<file path="src/rtl/gray_rx_if.sv">
// Gray counter bus between the counter (master) and the receiving monitor (slave).
interface gray_rx_if #(
    parameter int unsigned SIZE  = 3,
    parameter int unsigned CNT_W = 8
);
    logic [SIZE-1:0]  gray_in;
    logic             valid_in;
    logic [SIZE-1:0]  bin_out;
    logic             bin_valid;
    logic             wrap;
    logic             err;
    logic             locked;
    logic [CNT_W-1:0] err_count;

    modport master (
        output gray_in, valid_in,
        input  bin_out, bin_valid, wrap, err, locked, err_count
    );

    modport slave (
        input  gray_in, valid_in,
        output bin_out, bin_valid, wrap, err, locked, err_count
    );
endinterface

</file>
<file path="src/rtl/gray_rx_monitor.sv">
// Gray-to-binary receiver that tracks the +1 Gray sequence, reports lock,
// wrap events and sequence errors with a saturating error count.
module gray_rx_monitor #(
    parameter int unsigned SIZE     = 3,
    parameter int unsigned LOCK_RUN = 4,
    parameter int unsigned CNT_W    = 8
) (
    input logic      clk,
    input logic      reset,
    gray_rx_if.slave bus
);
    localparam int unsigned RUN_W = 4;

    typedef enum logic [1:0] {IDLE, TRACK, LOCKED} state_t;

    state_t           state_q, state_n;
    logic [SIZE-1:0]  ref_q, ref_n;
    logic [RUN_W-1:0] run_q, run_n;
    logic [SIZE-1:0]  bin_n;
    logic             bin_valid_n, wrap_n, err_n;
    logic [CNT_W-1:0] cnt_n;

    logic [SIZE-1:0]  dec;
    logic [SIZE-1:0]  ref_inc;
    logic [RUN_W-1:0] run_inc;
    logic             good, hold;

    // Each binary bit is the XOR of the Gray bits at and above it.
    always_comb begin
        dec = '0;
        for (int i = 0; i < int'(SIZE); i++) begin
            dec[i] = ^(bus.gray_in >> i);
        end
    end

    assign ref_inc = ref_q + SIZE'(1);
    assign run_inc = run_q + RUN_W'(1);
    assign good    = (dec == ref_inc);
    assign hold    = (dec == ref_q);

    // Next-state and next-output logic.
    always_comb begin
        state_n     = state_q;
        ref_n       = ref_q;
        run_n       = run_q;
        bin_n       = bus.bin_out;
        bin_valid_n = 1'b0;
        wrap_n      = 1'b0;
        err_n       = 1'b0;
        cnt_n       = bus.err_count;
        if (bus.valid_in) begin
            bin_n       = dec;
            bin_valid_n = 1'b1;
            case (state_q)
                IDLE: begin
                    ref_n   = dec;
                    run_n   = '0;
                    state_n = TRACK;
                end
                TRACK: begin
                    if (good) begin
                        ref_n = dec;
                        run_n = run_inc;
                        if (run_inc == RUN_W'(LOCK_RUN)) begin
                            state_n = LOCKED;
                        end
                    end else if (!hold) begin
                        ref_n = dec;
                        run_n = '0;
                    end
                end
                LOCKED: begin
                    if (good) begin
                        ref_n  = dec;
                        wrap_n = (ref_q == '1) && (dec == '0);
                    end else if (!hold) begin
                        err_n   = 1'b1;
                        ref_n   = dec;
                        run_n   = '0;
                        state_n = TRACK;
                        if (bus.err_count != '1) begin
                            cnt_n = bus.err_count + CNT_W'(1);
                        end
                    end
                end
                default: state_n = IDLE;
            endcase
        end
    end

    always_ff @(posedge clk or posedge reset) begin
        if (reset) begin
            state_q       <= IDLE;
            ref_q         <= '0;
            run_q         <= '0;
            bus.bin_out   <= '0;
            bus.bin_valid <= 1'b0;
            bus.wrap      <= 1'b0;
            bus.err       <= 1'b0;
            bus.locked    <= 1'b0;
            bus.err_count <= '0;
        end else begin
            state_q       <= state_n;
            ref_q         <= ref_n;
            run_q         <= run_n;
            bus.bin_out   <= bin_n;
            bus.bin_valid <= bin_valid_n;
            bus.wrap      <= wrap_n;
            bus.err       <= err_n;
            bus.locked    <= (state_n == LOCKED);
            bus.err_count <= cnt_n;
        end
    end
endmodule

</file>
<file path="src/flat_wrapper.sv">
// flat-port wrapper written by rule: the top's interface ports become plain ports
module gray_rx_monitor_flat 
#(
    parameter int unsigned SIZE     = 3,
    parameter int unsigned LOCK_RUN = 4,
    parameter int unsigned CNT_W    = 8
)
  (clk, reset, bus_gray_in, bus_valid_in, bus_bin_out, bus_bin_valid, bus_wrap, bus_err, bus_locked, bus_err_count);
  gray_rx_if #(.SIZE(SIZE), .CNT_W(CNT_W)) bus_i ();
  input logic clk;
  input logic reset;
  input wire logic [$bits(bus_i.gray_in)-1:0] bus_gray_in;
  input wire logic [$bits(bus_i.valid_in)-1:0] bus_valid_in;
  output wire logic [$bits(bus_i.bin_out)-1:0] bus_bin_out;
  output wire logic [$bits(bus_i.bin_valid)-1:0] bus_bin_valid;
  output wire logic [$bits(bus_i.wrap)-1:0] bus_wrap;
  output wire logic [$bits(bus_i.err)-1:0] bus_err;
  output wire logic [$bits(bus_i.locked)-1:0] bus_locked;
  output wire logic [$bits(bus_i.err_count)-1:0] bus_err_count;
  assign bus_i.gray_in = bus_gray_in;
  assign bus_i.valid_in = bus_valid_in;
  assign bus_bin_out = bus_i.bin_out;
  assign bus_bin_valid = bus_i.bin_valid;
  assign bus_wrap = bus_i.wrap;
  assign bus_err = bus_i.err;
  assign bus_locked = bus_i.locked;
  assign bus_err_count = bus_i.err_count;
  gray_rx_monitor #(.SIZE(SIZE), .LOCK_RUN(LOCK_RUN), .CNT_W(CNT_W)) u_core (.clk(clk), .reset(reset), .bus(bus_i));
endmodule
</file>
<file path="config.mk">
export PLATFORM = sky130hd
export DESIGN_NAME = gray_rx_monitor_flat
export DESIGN_NICKNAME = d
export VERILOG_FILES = /design/src/rtl/gray_rx_if.sv /design/src/rtl/gray_rx_monitor.sv /design/src/flat_wrapper.sv
export SDC_FILE = /design/constraint.sdc
export NUM_CORES = 1
export LEC_CHECK = 0
export CORE_MARGIN = 3
export CORE_UTILIZATION = 50
export CTS_CLUSTER_DIAMETER = 100
export DETAILED_ROUTE_END_ITERATION = 8
export PLACE_DENSITY_LB_ADDON = 0.25
export RECOVER_POWER = 25
export SLEW_MARGIN = 20
export SYNTH_ARGS = -nofsm -noshare
export SYNTH_HDL_FRONTEND = slang
export SYNTH_SLANG_ARGS = --single-unit
</file>
<file path="constraint.sdc">
create_clock -name clk -period 5.05 [get_ports clk]
set_clock_uncertainty 0.05 [all_clocks]
set_input_delay 1.01 -clock clk [delete_from_list [all_inputs] [get_ports clk]]
set_output_delay 1.01 -clock clk [all_outputs]
set_load 0.03 [all_outputs]
</file>
==> results of run 1 <==
[power groups by stage]
stage | Clock (mW) | Sequential (mW) | Combinational (mW)
after floorplan | 0 | 0.233 | 0.155
after global placement | 0 | 0.227 | 0.193
after detailed placement | 0 | 0.228 | 0.200
after CTS | 0.108 | 0.225 | 0.200
after global routing | 0.114 | 0.228 | 0.220
final | 0.105 | 0.225 | 0.199
[area by class of cell]
| type | count | share of cell area (%) |
|---|---|---|
| multi-input combinational | 102 | 47.6 |
| sequential | 24 | 34.9 |
| inverter | 7 | 1.53 |
| clock buffer | 4 | 2.11 |
| tap | 31 | 2.25 |
| timing repair buffer | 20 | 11.6 |
[cell usage in the layout, fill, tap and decap left out, types with 2 or more instances in the layout]
master / instances
clkbuf_4: 3
a41oi_1: 2
xnor2_1: 4
nor2_1: 12
nand2b_4: 2
o21ai_0: 2
a22o_1: 2
mux2_2: 5
clkdlybuf4s50_1: 18
nor3_1: 4
nand2b_1: 4
dfrtp_1: 24
ha_1: 8
a31oi_1: 2
inv_1: 7
a21oi_1: 3
nand2_1: 11
nand4b_1: 5
dlygate4sd3_1: 2
nand3_1: 6
xor2_1: 5
[cell families (layout without fill, tap and decap cells)]
kind of cell	after synthesis	count (layout)	share of synthesized area (%)
adder cells (fa/ha/maj)	8	8	6.76
buffers and inverters	12	31	4.14
AND/OR/NAND/NOR	56	56	22.2
XOR/XNOR	9	9	5.33
multiplexers	7	7	5.58
AO/OA/AOI/OAI	22	22	15.4
flip-flops	24	24	40.6
[critical path, stage by stage]
cell and delay [ns]:
clkdlybuf4s50_1 0.69, or4_4 0.21, a21oi_2 0.05, nor3_2 0.76, nand2_2 0.19, nor4_2 0.27
mux2_2 0.36
[metal layers]
layer | vias up | GRT usage (%)
met3 | 5 | 3.19
met2 | 20 | 33.8
met4 | 0 | 7.43
li1 | 534 | -
met1 | 547 | 21.8
met5 | - | 0
[per-stage QoR]
| step | hold WS [ns] | cell area (sq um) | instances | worst slack, ns |
|---|---|---|---|---|
| floorplan | 0.429 | 1480 | 138 | 2.40 |
| global placement | 0.446 | 1680 | 184 | 1.45 |
| detailed placement | 0.460 | 1680 | 184 | 1.35 |
| CTS | 0.483 | 1720 | 188 | 1.70 |
| global route | 0.507 | 1720 | 188 | 1.50 |
| finish | 0.489 | 1720 | 188 | 1.69 |
[registers in the layout (all words and copies together) (netlist names)]
| register | cells |
|---|---|
| u_core.bus.err_count | 8 |
| u_core.run_q | 4 |
| u_core.bus.bin_out | 3 |
| u_core.ref_q | 3 |
| u_core.state_q | 2 |
| u_core.bus.bin_valid | 1 |
| u_core.bus.err | 1 |
| u_core.bus.locked | 1 |
| u_core.bus.wrap | 1 |
[how the worst max path moves through the flow]
stage / start / endpoint / slack, ns / depth (start not counted)
2_1_floorplan: bus_gray_in[1] / u_core.run_q[0]$_DFFE_PP0P_ / 2.40 / 8
3_3_place_gp: bus_gray_in[2] / u_core.bus.err_count[6]$_DFFE_PP0P_ / 1.45 / 7
3_5_place_dp: bus_gray_in[2] / u_core.bus.err_count[6]$_DFFE_PP0P_ / 1.35 / 7
4_1_cts: bus_gray_in[2] / u_core.bus.err_count[6]$_DFFE_PP0P_ / 1.70 / 7
5_1_grt: bus_gray_in[2] / u_core.bus.err_count[6]$_DFFE_PP0P_ / 1.50 / 7
6_report: bus_gray_in[2] / u_core.bus.err_count[6]$_DFFE_PP0P_ / 1.69 / 7
==> impl_metrics.tcl, run 1 <==
set metrics [dict create \
    cts_root_buffer "clkbuf_4" \
    antenna_found_initial 0 \
    synth_area_per_cell_sq_um 10.7 \
    p_per_area_nw_per_um2 307 \
    post_cts.repair.setup_buffers 0 \
    cts_max_level 1 \
    setup_tns_ns 0 \
    hold_buffers 0 \
    pin_count 21 \
    worstPathArrival_ns 3.54 \
    antenna_cells 0 \
    cts_tree "built" \
    grt_pass1_vias 1174 \
    switching_power_uw 192 \
    grtUsageTotal_pct 18.6 \
    max_freq_ghz 0.297 \
    total_power_uw 529 \
    drv_slew 0 \
    yosysMostFrequentCell "dfrtp_1" \
    coreArea_sq_um 2780 \
    post_synth_inst_count 138 \
    rows 19 \
    syn_to_final_growth_pct 16.2 \
    end_kind "flop" \
    grt_max_degree 25 \
    ys_top_cells_by_count "dfrtp_1, nor2_1, nand2_1" \
    hold_path_end "u_core.run_q[2]$_DFFE_PP0P_" \
    drc 0 \
    synth_seq_area_share_pct 40.6 \
    grt_pass1_wl_um 5120 \
    cts_inserted_buffers 3 \
    dpl.hpwl_um 2140 \
    ys_top_cells_by_area "dfrtp_1, ha_1, mux2_2" \
    syn_nets 152 \
    postLayoutCoreUtil_pct 61.9 \
    rsz0062_at_grt "no" \
    overflow 0 \
    async_flop_share_pct 100 \
    yosys.area.top_type_share_pct 40.6 \
    drt_pass1_iterations 4 \
    final.fill_count 240 \
    ir_drop_v 0.000230 \
    synth_cell_type_count 46 \
    netlist_area_sq_um 1480 \
    internal_power_uw 337 \
    status "finished, final reports clean" \
    comb_power_share_pct 37.6 \
    timing.final.crit_share_pct 66.6 \
    wire_per_inst_um 15.2 \
    synth_edf_count 0 \
    drt-initial-drc-count 25 \
    post-route-min-period_ns 3.36 \
    r2r_setup_slack_ns 2.13 \
    maxCapViolCount 0 \
    seq_area_sq_um 601 \
    yosys_warnings 0 \
    drt-vias-per-instance 5.88 \
    cp_max_fo 12 \
    met3_length_um 78 \
    die_w_um 60.4 \
    drive_gt1_share_pct 15.3 \
    hold_class "reg -> reg" \
    hold_depth 1 \
    setup_violations 0 \
    port_buffers 20 \
    path_clk_slew_ns 0.13 \
    reg2reg_to "u_core.bus.err_count[6]$_DFFE_PP0P_" \
    die_area_sq_um 3650 \
    die_h_um 60.4 \
    wl_met1_um 1270 \
    pwr-share-seq_pct 42.5 \
    ant_nets 0 \
    p_sw_share_pct 36.3 \
    worstReg2RegStart "u_core.ref_q[0]$_DFFE_PP0P_" \
    gp_congestion 0.771 \
    ys_ff_latch 24 \
    cts-resized-gates 0 \
    finalHoldViolations 0 \
    start_kind "input port" \
    wl_met2_um 1450 \
    yosysTopAreaCell "dfrtp_1" \
    top_layer "met4" \
    multi_input_area_sq_um 818 \
    synthFlopType "dfrtp_1" \
    nNetsFinal 172 \
    clock_latency_ns 0.32 \
    start_util_pct 53.2 \
    wl_um 2860 \
    clockPowerShare_pct 19.9 \
    ff2ff_path_depth 8 \
    cp.required_ns 5.23 \
    min_from "u_core.run_q[2]$_DFFE_PP0P_" \
    critical_path_class "in -> reg" \
    clockBufferDepth 2 \
    p_leak_nw 0.766 \
    tightest_slew_ns 0.923 \
    slew_headroom_pct 38.4 \
    vias 1106 \
    cts_sinks 24 \
]
No activity file was read; power rests on OpenSTA's default activity.
==> run 2, diff against run 1 <==
==> constraint.sdc (replaced) <==
create_clock -name clk -period 3.2 [get_ports clk]
set_clock_uncertainty 0.05 [all_clocks]
set_input_delay 0.64 -clock clk [delete_from_list [all_inputs] [get_ports clk]]
set_output_delay 0.64 -clock clk [all_outputs]
set_load 0.03 [all_outputs]
==> impl_metrics.tcl, run 2 (synthesized netlist as in run 1, its figures left out) <==
set metrics [dict create \
    drt-initial-drc-count 46 \
    cpMostUsedCell "ha_1" \
    grtUsageTotal_pct 17.0 \
    syn_to_final_growth_pct 16.8 \
    grt_pass1_vias 1107 \
    worstPathCellList "ha_1, ha_1, or4_4, a21oi_2, nor3_2, buf_4, nand2b_4, a2111oi_4, nor3_1" \
    grt_use_met2_pct 29.3 \
    dpl.hpwl_um 2170 \
    critical_path_class "reg -> reg" \
    die_h_um 60.4 \
    grt.busiest_layer "met2" \
    die_w_um 60.4 \
    p_leak_nw 0.773 \
    drive_gt1_share_pct 16.4 \
    rsz0062_at_grt "no" \
    rows 19 \
    ant_nets 0 \
    final_common_cell "dfrtp_1" \
    max_stage_delay_ns 0.53 \
    worstPathArrival_ns 2.85 \
    hold_class "reg -> reg" \
    postLayoutCoreUtil_pct 62.2 \
    cp.required_ns 3.34 \
    largest_reg_flops 8 \
    max_freq_ghz 0.369 \
    largestRegisters "u_core.bus.err_count (8), u_core.run_q (4)" \
    worstReg2RegStart "u_core.ref_q[0]$_DFFE_PP0P_" \
    vias 1114 \
    grt_max_degree 25 \
    post_cts.repair.setup_buffers 0 \
    start_util_pct 53.2 \
    grt_pass1_wl_um 4710 \
    start_kind "flop" \
    top_register "u_core.bus.err_count" \
    hold_buffers 0 \
    cts_tree "built" \
    drc 0 \
    clock_latency_ns 0.31 \
    setup_violations 0 \
    nNetsFinal 175 \
    cts_sinks 24 \
    pin_count 21 \
    wire_per_inst_um 14.7 \
    cts_inserted_buffers 3 \
    met1_usage_pct 21.5 \
    finalHoldViolations 0 \
    cts_max_level 1 \
    clockBufferDepth 2 \
    setup_tns_ns 0 \
    drt_pass1_iterations 4 \
    coreArea_sq_um 2780 \
    gp_congestion 0.769 \
    port_buffers 20 \
    die_area_sq_um 3650 \
    tightest_slew_ns 0.901 \
    cp_max_fo 6 \
    drt-vias-per-instance 5.86 \
    cts-resized-gates 0 \
    crit_path_top_delay_cell "or4_4" \
    antenna_found_initial 0 \
    path_clk_slew_ns 0.12 \
    cp-startpoint "u_core.ref_q[0]$_DFFE_PP0P_" \
    met3_usage_pct 2.34 \
    overflow 0 \
    drv_slew 0 \
    antenna_cells 0 \
    most-common-layout-cells "dfrtp_1, clkdlybuf4s50_1, nor2_1" \
    status "finished, final reports clean" \
    ir_drop_v 0.000354 \
    wl_um 2800 \
    slew_headroom_pct 39.9 \
    timing.final.crit_share_pct 84.7 \
    p_per_area_nw_per_um2 466 \
    cts_root_buffer "clkbuf_4" \
    maxCapViolCount 0 \
    min_from "u_core.bus.bin_out[2]$_DFFE_PP0P_" \
    post-route-min-period_ns 2.71 \
    end_kind "flop" \
]
run 2: cell types whose count changed in the layout (fill, tap and decap cells not counted), sizes merged:
cell | before | now
clkbuf | 4 | 3
buf | 0 | 3
run 2: final timing paths:
path / endpoint / slack (ns) / cells past startpoint
setup reg to reg: u_core.run_q[3]$_DFFE_PP0P_ / 0.49 / 9
hold reg to reg: u_core.bus.bin_out[2]$_DFFE_PP0P_ / 0.48 / 1
min in group asynchronous: u_core.bus.err_count[0]$_DFFE_PP0P_ / 0.90 / 2
hold / removal: u_core.bus.bin_out[2]$_DFFE_PP0P_ / 0.48 / 1
max in group asynchronous: u_core.run_q[3]$_DFFE_PP0P_ / 1.66 / 2
setup / recovery: u_core.run_q[3]$_DFFE_PP0P_ / 0.49 / 9
run 2: worst max-delay path: cells and delay by family (launching register included):
family | cells | cell delay, ns
buffers and inverters | 1 | 0.19
AND/OR/NAND/NOR | 4 | 0.87
adder cells (fa/ha/maj) | 2 | 0.55
AO/OA/AOI/OAI | 2 | 0.48
flip-flops | 1 | 0.44
run 2: stage by stage:
step	area [sq um]	std cells	hold slack, ns	setup WS [ns]	power [mW]
3_3_place_gp	1710	187	0.443	0.314	0.674
3_5_place_dp	1710	187	0.450	0.252	0.683
5_1_grt	1730	190	0.504	0.399	0.848
2_1_floorplan	1480	138	0.429	0.719	0.612
6_report	1730	190	0.480	0.491	0.807
4_1_cts	1730	190	0.483	0.491	0.810
run 2: report_power, final:
part           internal [mW]  switching (mW)
clock network         0.0440          0.0853
registers              0.327          0.0279
logic                  0.141           0.182
run 2: routing by layer:
metal / part of all wire, % / wire length, um / vias to the layer above
met5: 0 / 0 / -
met3: 4.0 / 113 / 12
met1: 45 / 1260 / 529
met4: 2.1 / 60 / 0
li1: - / - / 539
met2: 49 / 1370 / 34
run 2: final cells by class:
cell class	count	area, sq um
flip-flops and latches	24	601
fillers	241	1050
clock buffers	3	22.5
multi-input cells	102	818
repair buffers	23	223
well taps	31	38.8
inverters	7	26.3
